==> config.mk <==
export PLATFORM = sky130hd
export DESIGN_NAME = if_fetch_unit
export DESIGN_NICKNAME = d
export VERILOG_FILES = /design/src/rtl/if_fetch_unit_pkg.sv /design/src/rtl/if_fifo2.sv /design/src/rtl/if_fetch_unit.sv
export SDC_FILE = /design/constraint.sdc
export NUM_CORES = 1
export LEC_CHECK = 0
export ABC_AREA = 1
export BUFFER_PORTS_ARGS = -buffer_cell sky130_fd_sc_hd__clkbuf_2
export CAP_MARGIN = 15
export CELL_PAD_IN_SITES_DETAIL_PLACEMENT = 1
export CELL_PAD_IN_SITES_GLOBAL_PLACEMENT = 1
export CORE_ASPECT_RATIO = 1.2
export CORE_MARGIN = 2
export CORE_UTILIZATION = 30
export CTS_BUF_LIST = sky130_fd_sc_hd__clkbuf_16
export DETAILED_ROUTE_END_ITERATION = 10
export PLACE_DENSITY_LB_ADDON = 0.15
export SLEW_MARGIN = 15
export SYNTH_ARGS = -nofsm -noshare
export SYNTH_HDL_FRONTEND = slang
export SYNTH_HIERARCHICAL = 1
export SYNTH_SLANG_ARGS = --single-unit
==> constraint.sdc <==
create_clock -name clk -period 6.71 [get_ports clk]
set_input_delay 0.3355 -clock clk [delete_from_list [all_inputs] [get_ports clk]]
set_output_delay 0.3355 -clock clk [all_outputs]
set_load 0.01 [all_outputs]
==> src/rtl/if_fetch_unit_pkg.sv <==
// Shared definitions for the instruction-fetch unit: reset PC, fetch-engine
// state encoding and the buffered instruction record.
package if_fetch_unit_pkg;

    localparam logic [31:0] DEFAULT_RESET_PC = 32'h0000_3000;

    // IDLE: nothing outstanding; WAIT: one request in flight;
    // WAIT_SQ: the request in flight is wrong-path and its data will be dropped.
    typedef enum logic [1:0] {
        IDLE    = 2'd0,
        WAIT    = 2'd1,
        WAIT_SQ = 2'd2
    } fetch_state_e;

    typedef struct packed {
        logic [31:0] instr;
        logic [31:0] pc;
    } fetch_entry_t;

endpackage

==> src/rtl/if_fifo2.sv <==
// Two-entry instruction buffer. Entry 0 is always the head. Within one cycle
// the order is: pop, then tag-match clear (keep only pc == keep_pc), then push.
module if_fifo2
    import if_fetch_unit_pkg::*;
(
    input  logic         clk,
    input  logic         reset,
    input  logic         pop,
    input  logic         clr,
    input  logic [31:0]  keep_pc,
    input  logic         push,
    input  fetch_entry_t push_entry,
    output logic         head_valid,
    output fetch_entry_t head_entry,
    output logic [1:0]   count
);

    fetch_entry_t ent_q [2];
    fetch_entry_t ent_d [2];
    logic [1:0]   vld_q;
    logic [1:0]   vld_d;

    // Next buffer contents: pop, selective clear, compaction, then push.
    always_comb begin
        // NOTE: every always_comb output starts from a default so no path leaves
        // it unassigned (which would infer a latch); blocking '=' is used here
        // because later statements must see the earlier updates.
        ent_d = ent_q;
        vld_d = vld_q;

        if (pop && vld_d[0]) begin
            ent_d[0] = ent_d[1];
            vld_d[0] = vld_d[1];
            vld_d[1] = 1'b0;
        end

        if (clr) begin
            for (int i = 0; i < 2; i++) begin
                if (ent_d[i].pc != keep_pc) begin
                    vld_d[i] = 1'b0;
                end
            end
        end

        if (!vld_d[0] && vld_d[1]) begin
            ent_d[0] = ent_d[1];
            vld_d    = 2'b01;
        end

        if (push) begin
            if (!vld_d[0]) begin
                ent_d[0] = push_entry;
                vld_d[0] = 1'b1;
            end else begin
                ent_d[1] = push_entry;
                vld_d[1] = 1'b1;
            end
        end
    end

    // Valid bits carry the buffer state and clear on reset.
    always_ff @(posedge clk or posedge reset) begin
        // NOTE: sequential state uses non-blocking '<=' so all flops update
        // together from pre-edge values.
        if (reset) begin
            vld_q <= 2'b00;
        end else begin
            vld_q <= vld_d;
        end
    end

    // Payload storage; meaningful only where the matching valid bit is set.
    always_ff @(posedge clk) begin
        // NOTE: the payload array is deliberately not reset -- the valid bits
        // qualify it and the top zeroes the outputs while the buffer is empty.
        ent_q <= ent_d;
    end

    assign head_valid = vld_q[0];
    assign head_entry = ent_q[0];
    assign count      = {1'b0, vld_q[0]} + {1'b0, vld_q[1]};

endmodule

==> src/rtl/if_fetch_unit.sv <==
// Instruction-fetch stage: generates the PC stream, keeps at most one request
// in flight to instruction memory, buffers returned words in if_fifo2 and
// applies decode redirects with MIPS delay-slot semantics.
module if_fetch_unit
    import if_fetch_unit_pkg::*;
#(
    parameter logic [31:0] RESET_PC   = DEFAULT_RESET_PC,
    parameter int          FIFO_DEPTH = 2
) (
    input  logic        clk,
    input  logic        reset,
    output logic        imem_req,
    output logic [31:0] imem_addr,
    input  logic        imem_gnt,
    input  logic        imem_rvalid,
    input  logic [31:0] imem_rdata,
    output logic        id_valid,
    input  logic        id_ready,
    output logic [31:0] id_instr,
    output logic [31:0] id_pc,
    output logic [31:0] id_pc4,
    input  logic        redirect_valid,
    input  logic [31:0] redirect_pc4,
    input  logic [31:0] redirect_target
);

    localparam logic [1:0] DEPTH_C = 2'(FIFO_DEPTH);

    fetch_state_e state_q, state_d;
    logic [31:0]  req_pc_q, req_pc_d;
    logic [31:0]  tag_q, tag_d;
    logic         pending_q, pending_d;
    logic [31:0]  pend_pc4_q, pend_pc4_d;
    logic [31:0]  pend_target_q, pend_target_d;

    logic         head_valid;
    fetch_entry_t head_entry;
    logic [1:0]   fifo_count;
    logic         pop;
    logic         issue;
    logic         tag_miss;
    logic         push;
    fetch_entry_t push_entry;

    // A request may only go out with nothing in flight and buffer space for
    // its reply. Gated by reset so the port reads 0 while reset is held.
    assign imem_req  = !reset && (state_q == IDLE) && (fifo_count < DEPTH_C);
    assign imem_addr = {req_pc_q[31:2], 2'b00};

    assign pop   = head_valid && id_ready;
    assign issue = imem_req && imem_gnt;

    // The in-flight word is wrong-path if a redirect names a different delay slot.
    assign tag_miss   = redirect_valid && (tag_q != redirect_pc4);
    assign push       = imem_rvalid && (state_q == WAIT) && !tag_miss;
    assign push_entry = '{instr: imem_rdata, pc: tag_q};

    // Next fetch-engine state, request PC and delayed-redirect bookkeeping.
    always_comb begin
        state_d       = state_q;
        req_pc_d      = req_pc_q;
        tag_d         = tag_q;
        pending_d     = pending_q;
        pend_pc4_d    = pend_pc4_q;
        pend_target_d = pend_target_q;

        unique case (state_q)
            IDLE: begin
                if (issue) begin
                    tag_d   = req_pc_q;
                    state_d = (redirect_valid && (req_pc_q != redirect_pc4)) ? WAIT_SQ : WAIT;
                end
            end
            WAIT: begin
                if (imem_rvalid) begin
                    state_d = IDLE;
                end else if (tag_miss) begin
                    state_d = WAIT_SQ;
                end
            end
            WAIT_SQ: begin
                if (imem_rvalid) begin
                    state_d = IDLE;
                end
            end
            default: state_d = IDLE;
        endcase

        // Issuing the delay slot of a deferred redirect jumps straight to the target.
        if (issue) begin
            if (pending_q && (req_pc_q == pend_pc4_q)) begin
                req_pc_d  = pend_target_q;
                pending_d = 1'b0;
            end else begin
                req_pc_d = req_pc_q + 32'd4;
            end
        end

        // A redirect sees the post-grant PC; if the delay slot is still to be
        // fetched, defer the jump until it has been issued.
        if (redirect_valid) begin
            if (req_pc_d == redirect_pc4) begin
                pending_d     = 1'b1;
                pend_pc4_d    = redirect_pc4;
                pend_target_d = redirect_target;
            end else begin
                req_pc_d  = redirect_target;
                pending_d = 1'b0;
            end
        end
    end

    // Fetch-engine registers with asynchronous reset.
    always_ff @(posedge clk or posedge reset) begin
        if (reset) begin
            state_q       <= IDLE;
            req_pc_q      <= RESET_PC;
            tag_q         <= '0;
            pending_q     <= 1'b0;
            pend_pc4_q    <= '0;
            pend_target_q <= '0;
        end else begin
            state_q       <= state_d;
            req_pc_q      <= req_pc_d;
            tag_q         <= tag_d;
            pending_q     <= pending_d;
            pend_pc4_q    <= pend_pc4_d;
            pend_target_q <= pend_target_d;
        end
    end

    if_fifo2 u_fifo (
        .clk        (clk),
        .reset      (reset),
        .pop        (pop),
        .clr        (redirect_valid),
        .keep_pc    (redirect_pc4),
        .push       (push),
        .push_entry (push_entry),
        .head_valid (head_valid),
        .head_entry (head_entry),
        .count      (fifo_count)
    );

    // Decode sees zeros whenever the buffer is empty.
    assign id_valid = head_valid;
    assign id_instr = head_valid ? head_entry.instr : '0;
    assign id_pc    = head_valid ? head_entry.pc : '0;
    assign id_pc4   = head_valid ? (head_entry.pc + 32'd4) : '0;

endmodule

==> results of run 1 <==
==> worst max-delay path, cell delays in order, from the launching register on <==
cell	delay (ns)
dfrtp_4	0.71
ha_1	0.36
nor2_1	0.13
nand3_2	0.08
buf_4	0.26
inv_2	0.54
nand3_4	0.34
inv_2	0.32
nand2_1	0.15
nand4_1	0.12
nand3_1	0.08
nor2_1	0.17
nand2_1	0.14
nor2_4	0.58
nand2_2	0.12
nand2_2	0.54
nand2_1	0.13
nand2_1	0.10
==> synth_stat cells, drive strengths merged (3+ instances only) <==
| cell type | n | area share |
|---|---|---|
| nor4 | 7 | 0.0024 |
| xor2 | 20 | 0.0095 |
| o2111ai | 9 | 0.0043 |
| o21ai | 41 | 0.011 |
| edfxtp | 64 | 0.10 |
| nand3b | 8 | 0.0033 |
| clkbuf | 44 | 0.0090 |
| nand3 | 327 | 0.090 |
| or2 | 6 | 0.0020 |
| a21oi | 17 | 0.0046 |
| ha | 3 | 0.0020 |
| nor3 | 27 | 0.0082 |
| xnor2 | 48 | 0.023 |
| dfxtp | 64 | 0.070 |
| buf | 188 | 0.069 |
| nand4 | 146 | 0.050 |
| dfrtp | 131 | 0.18 |
| nor2 | 103 | 0.022 |
| a22oi | 3 | 0.0012 |
| nand2 | 1215 | 0.25 |
| inv | 396 | 0.081 |
==> kinds of logic after synthesis <==
| kind of cell | share of synthesized area |
|---|---|
| AOI/OAI and AO/OA | 0.0233 |
| xor gates and xnor gates | 0.0324 |
| adders and majority gates | 0.00204 |
| buffers and inverters | 0.158 |
| DFF | 0.355 |
| other | 0.000204 |
| and+or+nand+nor | 0.429 |
==> power by group through the flow <==
stage | Combinational (W) | Sequential [W] | Clock (W)
6_report | 0.00198 | 0.00244 | 0.00190
5_1_grt | 0.00229 | 0.00250 | 0.00202
4_1_cts | 0.00200 | 0.00244 | 0.00196
3_5_place_dp | 0.00197 | 0.00247 | 0
3_3_place_gp | 0.00191 | 0.00246 | 0
2_1_floorplan | 0.00175 | 0.00220 | 0
==> how the worst min path moves through the flow <==
stage | endpoint | cells after the start | slack [ns] | startpoint
6_report | req_pc_q[23]$_DFF_PP0_ | 3 | 0.03 | redirect_target[23]
5_1_grt | req_pc_q[23]$_DFF_PP0_ | 3 | 0.02 | redirect_target[23]
4_1_cts | req_pc_q[16]$_DFF_PP0_ | 3 | 0.002 | redirect_target[16]
3_5_place_dp | u_fifo/vld_q[1]$_DFF_PP0_ | 2 | 0.27 | reset
3_3_place_gp | u_fifo/vld_q[1]$_DFF_PP0_ | 2 | 0.26 | reset
2_1_floorplan | u_fifo/vld_q[0]$_DFF_PP0_ | 1 | 0.08 | reset
==> state kept, by name, indices dropped and copies added, names as in the netlist <==
signal	cells
state_q	2
tag_q	32
pend_target_q	32
u_fifo/vld_q	2
u_fifo/ent_q	64
req_pc_q	32
pend_pc4_q	32
u_fifo/head_entry	64
pending_q	1
==> per-stage QoR <==
| step | hold slack, ns | setup WS [ns] |
|---|---|---|
| after floorplan | 0.0767 | 1.01 |
| after global placement | 0.265 | 1.55 |
| after detailed placement | 0.267 | 1.60 |
| after CTS | 0.00199 | 1.57 |
| after global routing | 0.0240 | 1.24 |
| final | 0.0252 | 1.68 |
==> routing by layer <==
layer  share of wire  routed length (um)  global-route usage  vias to the layer above
met3           0.032                2390              0.0287                      104
met1            0.44               33500               0.297                     9112
li1                -                   -                   -                     9139
met5               0                   0                   0                        -
met4           0.033                2490              0.0837                        0
met2            0.49               37100               0.424                      363
==> final cells by class <==
| class | count | area share |
|---|---|---|
| multi-input cells | 1993 | 0.430 |
| repair buffers | 290 | 0.0833 |
| clock inverters | 24 | 0.00856 |
| well taps | 808 | 0.0484 |
| clock buffers | 38 | 0.0455 |
| flip-flops and latches | 261 | 0.313 |
| inverters | 396 | 0.0713 |
==> flow_metrics.tcl, run 1 <==
set metrics [dict create \
    power_frac_comb 0.313 \
    p_int_w 0.00382 \
    finalHoldViolations 0 \
    p_leak_nw 11.4 \
    pwr-share-clk 0.301 \
    route.vias.total 18718 \
    die_w_um 230 \
    synth_area_per_cell_um2 6.39 \
    drv_cap 0 \
    layout.cells.most_common "nand2_1" \
    cts_buffer_depth 3 \
    grt_pass1_wl_mm 117 \
    seq_power_share 0.386 \
    antenna_cells 0 \
    pwr_density_cell_nw_per_um2 302 \
    clk_pin_slew_worst_paths_ns 0.06 \
    holdBufCountCts 39 \
    numCtsBuffers 34 \
    gp_congestion 0.936 \
    dp_cells 3709 \
    power_w 0.00632 \
    setup-tns-final_ns 0 \
    drtIter0Drc 824 \
    ys_seq_elements 261 \
    cts_setup_buffers 0 \
    area_delta_synth_final_pct 13.5 \
    final_antenna_net_count 0 \
    fmax_mhz 199 \
    drive_gt1_frac 0.120 \
    die_h_um 275 \
    cp.required_ns 7.20 \
    firstDrtPassIters 5 \
    synth-edff-count 64 \
    multiInputGateArea_um2 8990 \
    setup_violations 0 \
    syn_area_um2 18400 \
    clock_latency_ns 0.56 \
    die_area_um2 63400 \
    crit_path_end "req_pc_q[26]$_DFF_PP0_" \
    cts_tree "yes" \
    synth_warnings 6 \
    min_path_type "input port to flop" \
    worstSetupStartpoint "u_fifo/vld_q[0]$_DFF_PP0_" \
    routed_via_density 4.91 \
    grt_max_degree 82 \
    final_cell_mix "nand2_1, inv_1, nand3_1, clkbuf_2, nand4_1" \
    fin_util 0.344 \
    rsz0062_at_grt "false" \
    fillers 7891 \
    initial_core_util 0.303 \
    grt_antenna_before_repair 0 \
    swShare 0.395 \
    yosysUniqueCellTypes 42 \
    portBuffers 229 \
    skew_ns 0.0170 \
    cp_max_fo 51 \
    cts_sinks 261 \
    reg2reg_to "req_pc_q[26]$_DFF_PP0_" \
    ir_worst_vdd_uv 140 \
    crit_type "flop to flop" \
    worst_slew_pin_slew_ns 1.02 \
    switching_power_w 0.00250 \
    stdcell_area_um2 20900 \
    slew_headroom 0.322 \
    cp.arrival_ns 5.51 \
    r2r.worst_path.cells 17 \
    ys_seq_area_frac 0.355 \
    r2r_start "u_fifo/vld_q[0]$_DFF_PP0_" \
    rows 99 \
    netlist_instances 2881 \
    drc 0 \
    post-route-period-util 0.749 \
    grtUsageTotal 0.238 \
    routedWlPerCell_um 19.8 \
    status "completed" \
    grt_remaining_overflow 0 \
    reg2reg_slack_ns 1.68 \
    core_area_um2 60700 \
    h-tree-depth 2 \
    place_area_um2 19400 \
    cp-start-kind "flop" \
    synth_ff_type "dfrtp_1" \
    async_flop_share 0.510 \
    first_global_vias 19742 \
    seq_area_um2 6540 \
    cts_resized 0 \
    cp-end-kind "flop" \
    drv_slew 0 \
    dp_hpwl_mm 55.0 \
    min_period_ns 5.03 \
    final_nets 3081 \
    io_pins 232 \
    clockRootBuffer "clkbuf_16" \
    wl_mm 75.6 \
    finalNonFillerCells 3810 \
]
Note: power is estimated with default switching activity, not from simulation.
==> inputs of run 2 (changes only) <==
==> constraint.sdc (replaced) <==
create_clock -name clk -period 5.2 [get_ports clk]
set_input_delay 0.26 -clock clk [delete_from_list [all_inputs] [get_ports clk]]
set_output_delay 0.26 -clock clk [all_outputs]
set_load 0.01 [all_outputs]
==> run 2 against run 1 <==
- setup slack worse by 0.68 ns
- combinational power is 31% higher
- sequential share of layout area is 0.37 points lower
- clock-buffer cell count is 2 lower
- via count hardly changed
- register-to-register slack worse by 0.68 ns
- non-clock buffer count is 35 higher
- cell area is 1.2% higher
- sequential power is 28% higher
- hold slack better by 0.027 ns
- largest cell class unchanged
==> flow_metrics.tcl, run 2 (same netlist as run 1, synthesis figures left out) <==
set metrics [dict create \
    clockRootBuffer "clkbuf_16" \
    cp.required_ns 4.94 \
    die_h_um 275 \
    h-tree-depth 1 \
    initial_core_util 0.303 \
    power_frac_comb 0.325 \
    area_delta_synth_final_pct 14.9 \
    final_antenna_net_count 0 \
    grt_remaining_overflow 0 \
    skew_ns 0.0127 \
    final_nets 3113 \
    numCtsBuffers 31 \
    p_leak_nw 11.5 \
    grtUsageTotal 0.234 \
    stdcell_area_um2 21200 \
    drc 0 \
    finalHoldViolations 0 \
    seq_power_share 0.394 \
    drive_gt1_frac 0.120 \
    max_stage_delay_ns 0.40 \
    drv_cap 0 \
    status "completed" \
    crit_type "flop to primary output" \
    layout.cells.most_common "nand2_1" \
    die_w_um 230 \
    wl_mm 75.5 \
    pwr_density_cell_nw_per_um2 376 \
    cts_buffer_depth 3 \
    gp_congestion 0.945 \
    dp_hpwl_mm 55.2 \
    grt_max_degree 132 \
    holdWs_ns 0.0519 \
    min_path_type "input port to flop" \
    cp-end-kind "primary output" \
    post-route-period-util 0.807 \
    drv_slew 0 \
    switching_power_w 0.00319 \
    ir_worst_vdd_uv 257 \
    cts_sinks 261 \
    clock_latency_ns 0.59 \
    clk_pin_slew_worst_paths_ns 0.06 \
    cts_tree "yes" \
    firstDrtPassIters 5 \
    rsz0062_at_grt "false" \
    rows 99 \
    place_area_um2 19500 \
    pwr-share-clk 0.281 \
    worst_slew_pin_slew_ns 1.05 \
    crit_chain "ha_1 > nand2_1 > inv_2 > nand2_1 > nor3_2 > nand4_1 > inv_2 > nand3_1 > nor2_1 > nand2_1 > nor2_1 > nand2_1 > nor3_1 > nand2_1 > nor3b_1 > a21oi_1 > nor2_1 > clkbuf_2" \
    setup_violations 0 \
    route.vias.total 18727 \
    min_period_ns 4.19 \
    io_pins 232 \
    cp_max_fo 5 \
    cp.arrival_ns 3.93 \
    slew_headroom 0.301 \
    fmax_mhz 238 \
    p_int_w 0.00476 \
    final_cell_mix "nand2_1, inv_1, nand3_1, clkbuf_2, nand4_1" \
    dp_slack_ns 1.02 \
    die_area_um2 63400 \
    drtIter0Drc 707 \
    routedWlPerCell_um 19.7 \
    swShare 0.401 \
    finalWorstSetupSlack_ns 1.01 \
    grt_antenna_before_repair 0 \
    setup-tns-final_ns 0 \
    core_area_um2 60700 \
    cp_slowest_cell "dfxtp_1" \
    routed_via_density 4.88 \
    first_global_vias 19702 \
    cp-start-kind "flop" \
    crit_path_frequent_cell "nand2_1" \
    grt_pass1_wl_mm 115 \
    portBuffers 229 \
    antenna_cells 0 \
]
-- run 2: final cells by class --
cell class | count | area, um^2
Multi-Input combinational cell | 1993 | 8990
Timing Repair Buffer | 325 | 2100
Clock buffer | 36 | 901
Fill cell | 7950 | 39500
Inverter | 396 | 1490
Sequential cell | 261 | 6540
Tap cell | 808 | 1010
Clock inverter | 21 | 124
-- run 2: timing repair --
item | in CTS | in global routing
setup buffers | 0 | 0
resized for setup | 0 | 0
hold buffers | 66 | 0
endpoints found under the hold margin | 239 | 0
-- run 2: power by group through the flow --
stage | registers [W] | logic (W) | clock network (W)
final | 0.00313 | 0.00259 | 0.00223
after global routing | 0.00322 | 0.00297 | 0.00238
after CTS | 0.00314 | 0.00261 | 0.00231
after detailed placement | 0.00318 | 0.00256 | 0
after global placement | 0.00315 | 0.00249 | 0
after floorplan | 0.00284 | 0.00226 | 0
-- run 2: worst max-delay path: cells and delay by family, from the launching register on --
kind	cells	cell delay, ns
compound gates	1	0.11
fa+ha+maj	1	0.21
buf+inv	3	0.35
flops	1	0.40
simple gates	13	2.29
-- run 2: through the flow --
stage                     power (W)  utilization  instances
after floorplan             0.00511            -       2882
final                       0.00795        0.348       3840
after global placement      0.00564        0.321       3717
after global routing        0.00857        0.348       3840
after detailed placement    0.00573        0.321       3717
after CTS                   0.00806        0.348       3840
-- run 2: worst paths after layout --
path | start | to | slack, ns | depth (start not counted)
min in group asynchronous | reset | u_fifo/vld_q[1]$_DFF_PP0_ | 0.14 | 3
max in group asynchronous | reset | req_pc_q[3]$_DFF_PP0_ | 4.10 | 4
setup reg to reg | u_fifo/vld_q[0]$_DFF_PP0_ | pend_pc4_q[24]$_DFFE_PP0P_ | 1.01 | 20
hold reg to reg | pend_target_q[19]$_DFFE_PP0P_ | pend_target_q[19]$_DFFE_PP0P_ | 0.47 | 2
hold / removal | redirect_pc4[10] | pend_pc4_q[10]$_DFFE_PP0P_ | 0.05 | 3
setup / recovery | u_fifo/head_entry[3]$_DFF_P_ | id_pc4[30] | 1.01 | 18
-- run 2: metal layers --
layer / routed length, um / up-vias / global-route usage
met1: 33000 / 9037 / 0.288
li1: - / 9199 / -
met3: 2600 / 110 / 0.0229
met2: 37200 / 381 / 0.423
met4: 2680 / 0 / 0.0847
met5: 0 / - / 0
==> inputs of run 3 (changes only) <==
==> constraint.sdc (replaced) <==
create_clock -name clk -period 3.55 [get_ports clk]
set_input_delay 0.1775 -clock clk [delete_from_list [all_inputs] [get_ports clk]]
set_output_delay 0.1775 -clock clk [all_outputs]
set_load 0.01 [all_outputs]
==> run 3 against run 2 <==
- clock-buffer cell count grew 1
- sequential power grew 45%
- power rose by 62%
- via count grew 4.0%
- non-clock buffer count up 122
- cell count grew 3.4%
- cell area increased by 7.8%
- sequential share of layout area is 2.1 points lower
- largest power group unchanged
- highest routed layer unchanged
==> flow_metrics.tcl, run 3 (same netlist as run 1, synthesis figures left out) <==
set metrics [dict create \
    status "completed" \
    grt_pass1_wl_mm 118 \
    h-tree-depth 2 \
    clockRootBuffer "clkbuf_16" \
    gp_congestion 0.926 \
    grtUsageTotal 0.243 \
    stdcell_area_um2 22800 \
    dp_cells 3827 \
    post-route-period-util 0.955 \
    cp-start-kind "flop" \
    clock_latency_ns 0.57 \
    initial_core_util 0.303 \
    grt_antenna_before_repair 0 \
    cp.arrival_ns 3.89 \
    core_area_um2 60700 \
    io_pins 232 \
    route.vias.total 19469 \
    final_nets 3241 \
    drtIter0Drc 842 \
    fin_util 0.376 \
    drv_cap 0 \
    place_area_um2 20500 \
    cts_sinks 261 \
    slew_headroom 0.475 \
    rsz0062_at_grt "true" \
    cp.required_ns 4.05 \
    drc 0 \
    grt_max_degree 132 \
    cts_buffer_depth 3 \
    finalHoldViolations 0 \
    wl_mm 78.5 \
    fmax_mhz 295 \
    drv_slew 0 \
    final_cell_mix "nand2_1, inv_1, nand3_1, clkbuf_2, nand4_1" \
    crit_type "flop to flop" \
    skew_ns 0.0220 \
    first_global_vias 20244 \
    min_period_ns 3.39 \
    numCtsBuffers 36 \
    die_area_um2 63400 \
    cp-end-kind "flop" \
    pwr_density_cell_nw_per_um2 566 \
    setup_violations 0 \
    portBuffers 229 \
    cts_tree "yes" \
    rows 99 \
    die_h_um 275 \
    antenna_cells 0 \
    layout.cells.most_common "nand2_1" \
    drive_gt1_frac 0.168 \
    routedWlPerCell_um 19.8 \
    min_path_type "input port to flop" \
    clk_pin_slew_worst_paths_ns 0.06 \
    grt_remaining_overflow 0 \
    firstDrtPassIters 5 \
    die_w_um 230 \
    final_antenna_net_count 0 \
    p_leak_nw 12.3 \
    fillers 7903 \
    dp_hpwl_mm 58.3 \
    ir_worst_vdd_uv 305 \
    cp_max_fo 20 \
    worst_slew_pin_slew_ns 0.788 \
    area_delta_synth_final_pct 23.8 \
    routed_via_density 4.90 \
    finalNonFillerCells 3972 \
]
[run 3: changes by cell type in the layout (fill, tap and decap cells not counted), moves of 7 or more]
cell / previous run / this run
nor2_1: 97 / 90
buf_12: 5 / 22
dfrtp_2: 0 / 9
buf_4: 26 / 125
bufinv_16: 1 / 9
dfrtp_1: 130 / 121
[run 3: final timing paths]
path / startpoint / end / slack [ns] / cells past startpoint
min in group asynchronous: reset / u_fifo/vld_q[0]$_DFF_PP0_ / 0.14 / 3
worst min register to register: pend_target_q[10]$_DFFE_PP0P_ / pend_target_q[10]$_DFFE_PP0P_ / 0.47 / 2
worst max-delay path: req_pc_q[25]$_DFF_PP0_ / pend_pc4_q[8]$_DFFE_PP0P_ / 0.16 / 20
worst min-delay path: imem_rvalid / state_q[1]$_DFFE_PP0P_ / 0.01 / 3
max in group asynchronous: reset / req_pc_q[7]$_DFF_PP0_ / 2.40 / 4
worst max register to register: req_pc_q[25]$_DFF_PP0_ / pend_pc4_q[8]$_DFFE_PP0P_ / 0.16 / 20
[run 3: area by class of cell]
cell class	instances	area, um^2	share of cell area
inverter	396	1490	0.0655
tap	808	1010	0.0444
timing repair buffer	447	3260	0.143
clock buffer	37	926	0.0406
clock inverter	29	374	0.0164
sequential	261	6560	0.288
multi-input combinational	1994	9170	0.402
[run 3: through the flow]
stage	worst slack, ns	setup TNS, ns	hold slack (ns)	power, W
after floorplan	0.0104	0	-0.0814	0.00750
after global placement	0.100	0	0.168	0.00849
after detailed placement	0.0539	0	0.166	0.00866
after CTS	-0.00282	-0.00282	0.00370	0.0129
after global routing	-0.0468	-0.0468	0.0393	0.0138
final	0.159	0	0.0113	0.0129
[run 3: per-layer routing]
metal,global-route usage,vias to the layer above,wire length [um]
met1,0.296,9486,33900
met4,0.0988,0,3160
met2,0.436,387,38900
met5,0,-,0
met3,0.0274,129,2540
li1,-,9467,-
[run 3: worst max-delay path: stages, from the launching register on]
cell and delay (ns):
dfrtp_1 0.43, inv_2 0.09, nand2_1 0.24, nand2_1 0.10
nor2_1 0.15, nand3b_1 0.20, nor2_4 0.22, buf_12 0.17
buf_4 0.20, nand4_1 0.16, nand3_1 0.16, nand2_1 0.07
nand2_1 0.06, nand2_1 0.05, nor2_1 0.11, nand2_1 0.10
nor2_4 0.22, buf_4 0.20, buf_12 0.17, nand4_1 0.10
nand2_1 0.10
[run 3: power by group]
| part | switching (W) | internal [W] |
|---|---|---|
| sequential | 0.000788 | 0.00375 |
| combinational | 0.00265 | 0.00161 |
| clock | 0.00156 | 0.00255 |
[run 3: what timing repair did]
| item | CTS | global route |
|---|---|---|
| setup endpoints to repair | 7 | 104 |
| buffers inserted | 0 | 9 |
| hold buffers | 68 | 0 |
| endpoints found under the hold margin | 151 | 0 |
| gates cloned | 0 | 2 |
| resized for setup | 15 | 43 |
| pin swaps | 4 | 12 |
